`config.mk`:
```
export PLATFORM = sky130hd
export DESIGN_NAME = alu_decode_stage_flat
export DESIGN_NICKNAME = d
export VERILOG_FILES = /design/src/rtl/alu_decode_stage_if.sv /design/src/rtl/alu_decode_stage.sv /design/src/flat_wrapper.sv
export SDC_FILE = /design/constraint.sdc
export NUM_CORES = 1
export LEC_CHECK = 0
export ABC_CLOCK_PERIOD_IN_PS = 2100
export BUFFER_PORTS_ARGS = -buffer_cell sky130_fd_sc_hd__buf_2
export CORE_AREA = 2 2 117 119
export CTS_CLUSTER_DIAMETER = 100
export CTS_CLUSTER_SIZE = 10
export DETAILED_ROUTE_END_ITERATION = 12
export DIE_AREA = 0 0 119 121
export PLACE_DENSITY = 0.75
export SETUP_SLACK_MARGIN = 0.3
export SYNTH_ARGS = -nofsm -noshare
export SYNTH_HDL_FRONTEND = slang
export SYNTH_SLANG_ARGS = --single-unit
```
`constraint.sdc`:
```
create_clock -name clk -period 2.1 [get_ports clk]
set_input_delay 0.105 -clock clk [delete_from_list [all_inputs] [get_ports clk]]
set_output_delay 0.105 -clock clk [all_outputs]
set_load 0.005 [all_outputs]
```
`src/rtl/alu_decode_stage_if.sv`:
```
// alu_decode_stage_if: valid/ready bundle between register-file read, decode and the ALU
interface alu_decode_stage_if #(parameter int XLEN = 64);
  logic            in_valid;
  logic            in_ready;
  logic [31:0]     in_instr;
  logic [XLEN-1:0] in_rs1_data;
  logic [XLEN-1:0] in_rs2_data;
  logic            out_valid;
  logic            out_ready;
  logic [3:0]      out_alu_op;
  logic [XLEN-1:0] out_a;
  logic [XLEN-1:0] out_b;
  logic [4:0]      out_rd;
  logic            out_we;
  logic            out_illegal;
  modport master (
    output in_valid, in_instr, in_rs1_data, in_rs2_data, out_ready,
    input  in_ready, out_valid, out_alu_op, out_a, out_b, out_rd, out_we, out_illegal
  );
  modport slave (
    input  in_valid, in_instr, in_rs1_data, in_rs2_data, out_ready,
    output in_ready, out_valid, out_alu_op, out_a, out_b, out_rd, out_we, out_illegal
  );
endinterface

```
`src/rtl/alu_decode_stage.sv`:
```
// alu_decode_stage: registered RV64I/Zba decode for the ALU; SKID_BUFFER_EN adds a one-entry skid with registered in_ready
module alu_decode_stage #(
  parameter int XLEN = 64,
  parameter bit ZBA  = 1'b1
) (
  input logic          clk,
  input logic          rst,
  alu_decode_stage_if.slave bus
);
  localparam logic [3:0] OP_ADD    = 4'b0000;
  localparam logic [3:0] OP_SUB    = 4'b0001;
  localparam logic [3:0] OP_SH1ADD = 4'b0010;
  localparam logic [3:0] OP_SH2ADD = 4'b0011;
  localparam logic [3:0] OP_SH3ADD = 4'b0100;
  typedef struct packed {
    logic [3:0]      op;
    logic [XLEN-1:0] a;
    logic [XLEN-1:0] b;
    logic [4:0]      rd;
    logic            we;
    logic            ill;
  } beat_t;
  logic [6:0] op;
  logic [2:0] f3;
  logic [6:0] f7;
  logic       is_r, is_add, is_sub, is_sh1, is_sh2, is_sh3, is_addi, legal;
  beat_t      dec, out_q;
  logic       out_valid;
  logic       unused_rs1_field;
  assign unused_rs1_field = ^bus.in_instr[19:15];
  always_comb begin
    op      = bus.in_instr[6:0];
    f3      = bus.in_instr[14:12];
    f7      = bus.in_instr[31:25];
    is_r    = op == 7'b0110011;
    is_add  = is_r && f3 == 3'b000 && f7 == 7'b0000000;
    is_sub  = is_r && f3 == 3'b000 && f7 == 7'b0100000;
    is_sh1  = ZBA && is_r && f7 == 7'b0010000 && f3 == 3'b010;
    is_sh2  = ZBA && is_r && f7 == 7'b0010000 && f3 == 3'b100;
    is_sh3  = ZBA && is_r && f7 == 7'b0010000 && f3 == 3'b110;
    is_addi = op == 7'b0010011 && f3 == 3'b000;
    legal   = is_add || is_sub || is_sh1 || is_sh2 || is_sh3 || is_addi;
    dec.op  = is_sub ? OP_SUB : is_sh1 ? OP_SH1ADD : is_sh2 ? OP_SH2ADD : is_sh3 ? OP_SH3ADD : OP_ADD;
    dec.a   = bus.in_rs1_data;
    dec.b   = is_addi ? {{(XLEN-12){bus.in_instr[31]}}, bus.in_instr[31:20]} : bus.in_rs2_data;
    dec.rd  = bus.in_instr[11:7];
    dec.we  = legal && bus.in_instr[11:7] != 5'd0;
    dec.ill = !legal;
  end
  assign bus.out_valid   = out_valid;
  assign bus.out_alu_op  = out_q.op;
  assign bus.out_a       = out_q.a;
  assign bus.out_b       = out_q.b;
  assign bus.out_rd      = out_q.rd;
  assign bus.out_we      = out_q.we;
  assign bus.out_illegal = out_q.ill;
`ifdef SKID_BUFFER_EN
  logic  rdy, skid_valid, slot_free, in_fire;
  beat_t skid_q;
  assign slot_free    = !out_valid || bus.out_ready;
  assign in_fire      = bus.in_valid && rdy;
  assign bus.in_ready = rdy;
  always_ff @(posedge clk) begin
    if (rst) begin
      out_valid  <= 1'b0;
      out_q      <= '0;
      skid_valid <= 1'b0;
      skid_q     <= '0;
      rdy        <= 1'b1;
    end else if (slot_free) begin
      out_valid  <= skid_valid || in_fire;
      if (skid_valid) out_q <= skid_q;
      else if (in_fire) out_q <= dec;
      skid_valid <= 1'b0;
      rdy        <= 1'b1;
    end else if (in_fire) begin
      skid_valid <= 1'b1;
      skid_q     <= dec;
      rdy        <= 1'b0;
    end
  end
`else
  assign bus.in_ready = !out_valid || bus.out_ready;
  always_ff @(posedge clk) begin
    if (rst) begin
      out_valid <= 1'b0;
      out_q     <= '0;
    end else if (bus.in_ready) begin
      out_valid <= bus.in_valid;
      if (bus.in_valid) out_q <= dec;
    end
  end
`endif
endmodule

```
`src/flat_wrapper.sv`:
```
// flat-port wrapper written by rule: the top's interface ports become plain ports
module alu_decode_stage_flat 
#(
  parameter int XLEN = 64,
  parameter bit ZBA  = 1'b1
)
  (clk, rst, bus_in_valid, bus_in_instr, bus_in_rs1_data, bus_in_rs2_data, bus_out_ready, bus_in_ready, bus_out_valid, bus_out_alu_op, bus_out_a, bus_out_b, bus_out_rd, bus_out_we, bus_out_illegal);
  alu_decode_stage_if #(.XLEN(XLEN)) bus_i ();
  input logic clk;
  input logic rst;
  input wire logic [$bits(bus_i.in_valid)-1:0] bus_in_valid;
  input wire logic [$bits(bus_i.in_instr)-1:0] bus_in_instr;
  input wire logic [$bits(bus_i.in_rs1_data)-1:0] bus_in_rs1_data;
  input wire logic [$bits(bus_i.in_rs2_data)-1:0] bus_in_rs2_data;
  input wire logic [$bits(bus_i.out_ready)-1:0] bus_out_ready;
  output wire logic [$bits(bus_i.in_ready)-1:0] bus_in_ready;
  output wire logic [$bits(bus_i.out_valid)-1:0] bus_out_valid;
  output wire logic [$bits(bus_i.out_alu_op)-1:0] bus_out_alu_op;
  output wire logic [$bits(bus_i.out_a)-1:0] bus_out_a;
  output wire logic [$bits(bus_i.out_b)-1:0] bus_out_b;
  output wire logic [$bits(bus_i.out_rd)-1:0] bus_out_rd;
  output wire logic [$bits(bus_i.out_we)-1:0] bus_out_we;
  output wire logic [$bits(bus_i.out_illegal)-1:0] bus_out_illegal;
  assign bus_i.in_valid = bus_in_valid;
  assign bus_i.in_instr = bus_in_instr;
  assign bus_i.in_rs1_data = bus_in_rs1_data;
  assign bus_i.in_rs2_data = bus_in_rs2_data;
  assign bus_i.out_ready = bus_out_ready;
  assign bus_in_ready = bus_i.in_ready;
  assign bus_out_valid = bus_i.out_valid;
  assign bus_out_alu_op = bus_i.out_alu_op;
  assign bus_out_a = bus_i.out_a;
  assign bus_out_b = bus_i.out_b;
  assign bus_out_rd = bus_i.out_rd;
  assign bus_out_we = bus_i.out_we;
  assign bus_out_illegal = bus_i.out_illegal;
  alu_decode_stage #(.XLEN(XLEN), .ZBA(ZBA)) u_core (.clk(clk), .rst(rst), .bus(bus_i));
endmodule
```
==> reports/qor.txt <==
Synthesized area per cell: 8.45 sq um
Placed cells: 1069
Pre-antenna DRT Iters: 5
Via Count: 6157
Leak: 4.29 nW
Die area: 0.0144 sq mm
GRT Resource Usage Total: 26.3%
GP Congestion: 0.825
First-pass GRT wire length: 30100 um
Critical path's top delay family: simple AND/OR/NAND/NOR gates
Slowest library cell on the worst path: and2_4
Critical Path, Cell by Cell: nand2b_2, and2_4, o31a_2, buf_12, a21oi_1
Net Count, Synth: 798
GR Overflow Total: 0
Max clock buf depth: 2
CTS Buf Count: 17
Drt wl/cell: 15.3 um
Post-layout min period: 1.59 ns
Via/cell ratio: 4.97
Buf/Inv on CP: 1
# diodes: 0
Endpoints failing hold: 0
DP Worst Slack: 0.524 ns
R2R Setup Slk: 0.51 ns
Final Max Slew Viols: 0
Crit path to: u_core.bus.out_b[34]
CP arrival: 1.87 ns
DRT antenna net count: 0
Vias in the first global route: 6044
Hold WS: 0.0228 ns
Yosys reg bits: 139
Number of enable flip-flop cells after synthesis: 0
Dpl cell area: 0.00692 sq mm
Worst Reg-to-Reg Cells: 5
WS Path Type: flip-flop to flip-flop
Initial Util: 41.0%
Filler cell count: 946
Synth top area share: 51.9%
Asr flop ratio synth: 0%
Leading area contributor after synthesis: dfxtp_1
Max Fanout on Critical Path: 53
Area Growth Syn to Fin: 65.5%
Top-count cell post-synth: nand2_1
RSZ-0062 raised after global routing: no
I/O Pins: 305
Post-synthesis cell area: 0.00536 sq mm
Routed wire length: 19000 um
CTS tree: done
Clock Latency Late Sink: 0.41 ns
Reg-to-Reg Start: u_core.bus.out_valid
Core Area: 0.0131 sq mm
Critical Path Stages: 5
Layout Skew: 0.00568 ns
Root buf cell: clkbuf_16
Peak supply drop: 0.571 mV
Syn Inst Count: 634
Input/output buffers: 298
DRC errors left: 0
Final nets: 1213
Total Power: 6.87 mW
Slew Limit Headroom: 51.4%
Clock transition at path regs: 0.06 ns
Clock sinks: 139
Power Dens Cells: 774 mW/mm^2
Final period util: 75.6%
Layout cell share with drive strength beyond 1: 37.9%
Finished Layout Cells: 1238
Die height: 121 um
Max incr delay on CP: 0.32 ns
Maxcap violations: 0
Worst Path Required: 2.38 ns
Setup TNS: 0 ns
Rows: 42
Sequential-to-total area share from yosys stat: 51.9%
Largest net degree at the start of global routing: 73
Least-Margin Pin Slew: 0.729 ns
Nature of the critical path startpoint: flip-flop
Post-synthesis cell type count: 38
Cell area after layout: 0.00887 sq mm
Register area: 0.00278 sq mm
Worst R2R End: u_core.bus.out_b[34]
Starting DRC count in detailed routing: 443
H-tree depth: 4
Setup WS post-layout: 0.513 ns
Worst Hold Class: primary input to flip-flop
Final Util: 67.8%
Synth cell count leaders: 194 x nand2_1, 139 x dfxtp_1, 87 x a21oi_1
Final setup fails: 0
Dpl hpwl: 10800 um
Crit path from: u_core.bus.out_valid
Achievable clock frequency: 630 MHz
Area occupied by multi-input gates: 0.00227 sq mm
Worst setup EP type: flip-flop
Outcome: finished, final reports clean
Syn. warnings: 0
Hold path start: bus_in_instr[13]
Die X-Extent: 119 um
Top FF cell, synth: dfxtp_1
Largest cells by area after synthesis: dfxtp_1 52%, nand2_1 14%, a21oi_1 8.1%
Initial antenna violation count: 0
-- registers in the layout, indices dropped and copies added, names as in the netlist --
name / cells
u_core.bus.out_alu_op: 3
u_core.bus.out_we: 1
u_core.bus.out_illegal: 1
u_core.bus.out_rd: 5
u_core.bus.out_b: 64
u_core.bus.out_a: 64
u_core.bus.out_valid: 1
-- tightest hold or removal path, cell delays in order --
cell and delay (ns):
buf_2 0.12, or3_1 0.11, a21oi_1 0.05
-- logic make-up (layout without fill, tap and decap cells) --
family / count (synthesis) / count (layout) / share of synthesized area, %
AO/OA/AOI/OAI: 209 / 209 / 23.6
XOR/XNOR: 1 / 1 / 0.163
buffers and inverters: 58 / 486 / 5.91
flip-flops: 139 / 139 / 51.9
multiplexers: 11 / 11 / 2.05
other: 1 / 1 / 0.0700
AND/OR/NAND/NOR: 215 / 215 / 16.3
-- power breakdown --
part / internal, mW / switching [mW]
Sequential: 2.82 / 0.0846
Clock: 1.76 / 1.16
Combinational: 0.540 / 0.511
-- cell type report --
cell class	count	share of cell area [%]
timing repair buffer	449	33.9
sequential	139	31.4
multi-input combinational	437	25.6
clock buffer	19	4.88
tap	176	2.48
clock inverter	13	1.62
inverter	5	0.212
-- worst min path at each step --
stage	to	slack [ns]	cells past startpoint
5_1_grt	u_core.bus.out_alu_op[0]	0.01	3
2_1_floorplan	u_core.bus.out_valid	0.23	2
3_3_place_gp	u_core.bus.out_a[55]	0.35	3
3_5_place_dp	u_core.bus.out_a[39]	0.35	3
4_1_cts	u_core.bus.out_alu_op[0]	0.004	3
6_report	u_core.bus.out_alu_op[0]	0.02	3
-- metal layers --
layer  up-vias  GRT usage (%)  wire, um
li1       2943              -         -
met1      2823           28.1      7120
met2       328           46.6      9580
met3        63           8.88      1540
met4         0           12.4       715
met5         -              0         0
-- cells in the final DEF (no fill, tap or decap), drive strengths merged, types with 2 or more instances in the layout --
master | netlist | final
o21ai | 66 | 66
nor2 | 3 | 3
nor4b | 2 | 2
o31a | 2 | 2
clkbuf | 28 | 19
clkinv | 0 | 7
a21oi | 137 | 137
bufinv | 0 | 2
nor3 | 2 | 2
nand2 | 194 | 194
nand3 | 2 | 2
buf | 25 | 312
or3 | 3 | 3
nand4 | 2 | 2
dlygate4sd3 | 0 | 137
mux2i | 11 | 11
dfxtp | 139 | 139
inv | 5 | 8
-- timing repair --
action	in CTS	in global routing
endpoints found under the setup margin	0	0
endpoints found under the hold margin	132	0
setup buffers	0	0
hold buffers	137	0
resized for setup	0	0
Note: power is estimated with default switching activity, not from simulation.
